File: config.mk
export PLATFORM = sky130hd
export DESIGN_NAME = reg_wr_sequencer
export DESIGN_NICKNAME = d
export VERILOG_FILES = /design/src/rtl/reg_wr_sequencer.sv
export SDC_FILE = /design/constraint.sdc
export NUM_CORES = 1
export LEC_CHECK = 0
export BUFFER_PORTS_ARGS = -buffer_cell sky130_fd_sc_hd__buf_2
export CAP_MARGIN = 30
export CORE_MARGIN = 4
export CORE_UTILIZATION = 49
export CTS_BUF_LIST = sky130_fd_sc_hd__clkbuf_8
export CTS_CLUSTER_SIZE = 10
export DETAILED_ROUTE_END_ITERATION = 6
export PLACE_DENSITY = 0.8
export SLEW_MARGIN = 0
export SYNTH_ARGS = -nofsm -noshare
export SYNTH_HDL_FRONTEND = slang
export SYNTH_SLANG_ARGS = --single-unit
File: constraint.sdc
create_clock -name clk -period 3.18 [get_ports clk]
set_input_delay 0.159 -clock clk [delete_from_list [all_inputs] [get_ports clk]]
set_output_delay 0.159 -clock clk [all_outputs]
set_load 0.05 [all_outputs]
File: src/rtl/reg_wr_sequencer.sv
// Round-robin write sequencer for a bank of
// falling-edge-capture register blocks.
module reg_wr_sequencer #(
  parameter int NREQ         = 2,
  parameter int NUM_REGS     = 4,
  parameter int AW           = 2,
  parameter int PULSE_CYCLES = 2,
  parameter int HOLD_CYCLES  = 3
) (
  input  logic                clk,
  input  logic                rst,
  input  logic [NREQ-1:0]     req,
  input  logic [NREQ*AW-1:0]  addr,
  input  logic [NREQ*8-1:0]   wdata,
  output logic [NREQ-1:0]     ack,
  output logic [NREQ-1:0]     err,
  output logic                busy,
  output logic [NUM_REGS-1:0] reg_wr_req,
  output logic [7:0]          reg_din
);

  localparam int GW   = (NREQ > 1) ? $clog2(NREQ) : 1;
  localparam int MAXC = (PULSE_CYCLES > HOLD_CYCLES) ?
                        PULSE_CYCLES : HOLD_CYCLES;
  localparam int CW   = (MAXC > 1) ? $clog2(MAXC) : 1;
  localparam logic [AW:0] NR = (AW+1)'(NUM_REGS);

  typedef enum logic [1:0] {
    S_IDLE,
    S_ASSERT,
    S_HOLD,
    S_DONE
  } state_t;

  state_t              state_q, state_d;
  logic [CW-1:0]       cnt_q, cnt_d;
  logic [GW-1:0]       rr_q, rr_d;
  logic [GW-1:0]       gnt_q, gnt_d;
  logic                bad_q, bad_d;
  logic [7:0]          din_q, din_d;
  logic [NUM_REGS-1:0] wr_q, wr_d;
  logic [NREQ-1:0]     ack_q, ack_d;
  logic [NREQ-1:0]     err_q, err_d;
  logic                busy_q, busy_d;

  logic                found;
  logic [GW-1:0]       pick;
  logic [GW-1:0]       rr_nxt;
  logic [NREQ-1:0]     pick_oh;
  logic [NREQ-1:0]     gnt_oh;
  logic [AW-1:0]       pick_addr;
  logic [7:0]          pick_data;
  logic                addr_ok;
  logic [NUM_REGS-1:0] dec;

  assign pick_addr = addr[int'(pick)*AW +: AW];
  assign pick_data = wdata[int'(pick)*8 +: 8];
  assign addr_ok   = {1'b0, pick_addr} < NR;
  assign rr_nxt    = (pick == GW'(NREQ-1)) ?
                     '0 : pick + GW'(1);

  // Round-robin search starting at the pointer
  always_comb begin
    found   = 1'b0;
    pick    = '0;
    pick_oh = '0;
    gnt_oh  = '0;
    for (int k = 0; k < NREQ; k++) begin
      if (!found && req[(int'(rr_q)+k) % NREQ]) begin
        found = 1'b1;
        pick  = GW'((int'(rr_q)+k) % NREQ);
      end
    end
    for (int i = 0; i < NREQ; i++) begin
      pick_oh[i] = (pick == GW'(i));
      gnt_oh[i]  = (gnt_q == GW'(i));
    end
  end

  // One-hot strobe decode of the winning address
  always_comb begin
    dec = '0;
    for (int i = 0; i < NUM_REGS; i++) begin
      dec[i] = (pick_addr == AW'(i));
    end
  end

  // Next-state and registered-output logic
  always_comb begin
    state_d = state_q;
    cnt_d   = cnt_q;
    rr_d    = rr_q;
    gnt_d   = gnt_q;
    bad_d   = bad_q;
    din_d   = din_q;
    wr_d    = wr_q;
    ack_d   = '0;
    err_d   = '0;
    busy_d  = 1'b1;
    unique case (state_q)
      S_IDLE: begin
        busy_d = 1'b0;
        if (found) begin
          busy_d = 1'b1;
          gnt_d  = pick;
          rr_d   = rr_nxt;
          if (addr_ok) begin
            state_d = S_ASSERT;
            cnt_d   = CW'(PULSE_CYCLES-1);
            wr_d    = dec;
            din_d   = pick_data;
            bad_d   = 1'b0;
          end else begin
            state_d = S_DONE;
            bad_d   = 1'b1;
            ack_d   = pick_oh;
            err_d   = pick_oh;
          end
        end
      end
      S_ASSERT: begin
        if (cnt_q == '0) begin
          state_d = S_HOLD;
          cnt_d   = CW'(HOLD_CYCLES-1);
          wr_d    = '0;
        end else begin
          cnt_d = cnt_q - CW'(1);
        end
      end
      S_HOLD: begin
        if (cnt_q == '0) begin
          state_d = S_DONE;
          ack_d   = gnt_oh;
          err_d   = bad_q ? gnt_oh : '0;
        end else begin
          cnt_d = cnt_q - CW'(1);
        end
      end
      S_DONE: begin
        state_d = S_IDLE;
        busy_d  = 1'b0;
      end
      default: begin
        state_d = S_IDLE;
        busy_d  = 1'b0;
        wr_d    = '0;
      end
    endcase
  end

  // State and output registers
  always_ff @(posedge clk) begin
    if (rst) begin
      state_q <= S_IDLE;
      cnt_q   <= '0;
      rr_q    <= '0;
      gnt_q   <= '0;
      bad_q   <= 1'b0;
      din_q   <= 8'h00;
      wr_q    <= '0;
      ack_q   <= '0;
      err_q   <= '0;
      busy_q  <= 1'b0;
    end else begin
      state_q <= state_d;
      cnt_q   <= cnt_d;
      rr_q    <= rr_d;
      gnt_q   <= gnt_d;
      bad_q   <= bad_d;
      din_q   <= din_d;
      wr_q    <= wr_d;
      ack_q   <= ack_d;
      err_q   <= err_d;
      busy_q  <= busy_d;
    end
  end

  assign ack        = ack_q;
  assign err        = err_q;
  assign busy       = busy_q;
  assign reg_wr_req = wr_q;
  assign reg_din    = din_q;

endmodule

==> results.cfg <==
[yosys]
synth_edf_count = 0
ys_top_cells_by_count = nor2_1, dfxtp_1, a222oi_1, nand2_1, ha_1
synthTopCellsByArea = dfxtp_1, ha_1, nor2_1, a222oi_1, mux2i_1
synth-warning-count = 0
yosysSeqAreaShare_pct = 40.83
syn-instance-count = 111
yosysTopAreaCell = dfxtp_1
synth.most_common_cell = nor2_1
syn_area_um2 = 1030
ys_ff_latch = 21
async_flop_share_pct = 0
synth_area_per_cell_um2 = 9.277
synth_top_area_share_pct = 40.83
dominantRegCellSynth = dfxtp_1
synthDistinctLibCells = 30

[grt]
grt_pass1_vias = 868
grt.total_usage_pct = 16.34
grt_overflow = 0
antenna_found_initial = 0
grt_max_degree = 22
grt_first_pass_wirelength_um = 3519

[clock_tree]
clock_path_buffers = 2
tritoncts = yes
cts_resized = 0
htreeDepth = 1
clk_pin_slew_worst_paths_ns = 0.08
clock_latency_ns = 0.26
cts_buffers = 3
ctsHoldBuffers = 0
cts_setup_buffers = 0
clock-sinks = 21
clockRootBuffer = clkbuf_8

[place]
place_area_um2 = 1219
gp_congestion = 0.7925
hpwl_um = 1681
port_buffers = 38
pre_cts_ws_ns = 1.367

[worst_hold_path]
min_path_cells = 3
hold_path.class = input port to register

[floorplanning]
die_w_um = 53.84
rows = 16
coreArea_um2 = 1982
die_height_um = 53.84
num_io_pins = 41
fp.dieArea_um2 = 2899
initial_core_util_pct = 51.96

[finish]
multi_input_area_um2 = 555.5
seq_area_um2 = 420.4
num_antenna_cells = 0
syn2layout_area_growth_pct = 22.84
nNetsFinal = 180
design_area_um2 = 1265
fillers = 169
drive_above_1_share_pct = 31.08

[worst_setup_path]
required_ns = 3.38
crit_path_end_kind = register
r2r_cells = 6
critical_path_class = register to register
crit_fanout = 8
cp.arrival_ns = 1.98
start_kind = register

[timing]
hold_viol_final = 0
finalClockSkew_ns = 0.005262
maxSlewHeadroom_pct = 56.69
finalMaxSlewViolations = 0
setup_viol = 0
tightest_slew_ns = 0.6497
fin_crit_ns = 1.787
max_freq_mhz = 559.7
fin_tns_setup_ns = 0
post-route-period-util_pct = 56.18
rsz0062_at_grt = no
fin_ws_ns = 1.393

[outcome]
status = complete, no violations

[detailed_routing]
drcViolationCount = 0
viasPerCell = 5.394
dr.pass1.iters = 4
vias = 944
ant_nets = 0
first_iter_violations = 33
wl_per_cell_um = 12.35
routed_wl_um = 2161

[power]
vdd_ir_drop_max_v = 0.0005136
power-per-cell-area_nw_per_um2 = 872.5
leakagePower_nw = 0.5990

[run]
drv_cap = 0
-- placed cells by master, fill, tap and decap left out, drive strengths merged, types with 2 or more instances in the layout --
cell type,count
dfxtp,21
a222oi,8
a21oi,5
nor3,3
nor2,22
nand2b,2
a22oi,2
nor3b,2
a211oi,2
clkbuf,3
o21ai,4
nand2,8
inv,5
ha,7
buf,38
conb,2
mux2i,4
nor2b,2
-- stage by stage --
step | util, % | hold WS, ns | instances | power, mW
final | 63.83 | 0.1534 | 175 | 1.104
after detailed placement | 61.49 | 0.4271 | 171 | 0.9404
after global routing | 63.83 | 0.1729 | 175 | 1.183
after CTS | 63.83 | 0.1575 | 175 | 1.110
after global placement | 61.49 | 0.4126 | 171 | 0.9180
after floorplan | - | 0.2351 | 112 | 0.8247
-- state kept, by name, summed over array words and instances, names as in the netlist --
register    cells
cnt_q           2
ack             2
rr_q            1
busy            1
reg_wr_req      4
reg_din         8
gnt_q           1
state_q         2
-- layout make-up --
type,count,area share (%)
tap,27,2.671
multi-input combinational,80,43.92
timing repair buffer,38,15.03
clock buffer,3,3.264
inverter,5,1.484
clock inverter,1,0.3956
sequential,21,33.23
-- where the power goes --
group	switching, mW	internal, mW	leakage, nW
registers	0.0386	0.326	0.172
logic	0.373	0.194	0.401
clock network	0.0842	0.0872	0.0255
total	0.496	0.608	0.599
-- worst paths after layout --
kind	startpoint	to	slack (ns)
max	state_q[0]	reg_din[6]	1.39
min	wdata[2]	reg_din[2]	0.15
max reg2reg	state_q[0]	reg_din[6]	1.39
min reg2reg	reg_wr_req[3]	reg_wr_req[3]	0.46
-- critical path, stage by stage (launching register included) --
cell and delay (ns):
dfxtp_1 0.33, inv_1 0.12, ha_1 0.29, nand2_1 0.13
a21oi_1 0.53, a222oi_1 0.19, nor2_1 0.13
-- routing by layer --
metal / track usage [%] / up-vias / routed length (um)
met5: 0 / - / 0
met4: 7.234 / 0 / 26
met3: 3.878 / 5 / 151
met2: 28.23 / 32 / 1092
met1: 18.92 / 442 / 890
li1: - / 465 / -
-- kinds of logic after synthesis --
kind of cell               Yosys count  share of synthesized area (%)
DFF                                 21                          40.83
buffers and inverters               11                          5.589
other                                1                         0.3642
AOI/OAI and AO/OA                   24                          19.81
muxes                                5                          4.982
and+or+nand+nor                     42                          19.93
adders and majority gates            7                          8.505
(Power assumes the default switching activity.)
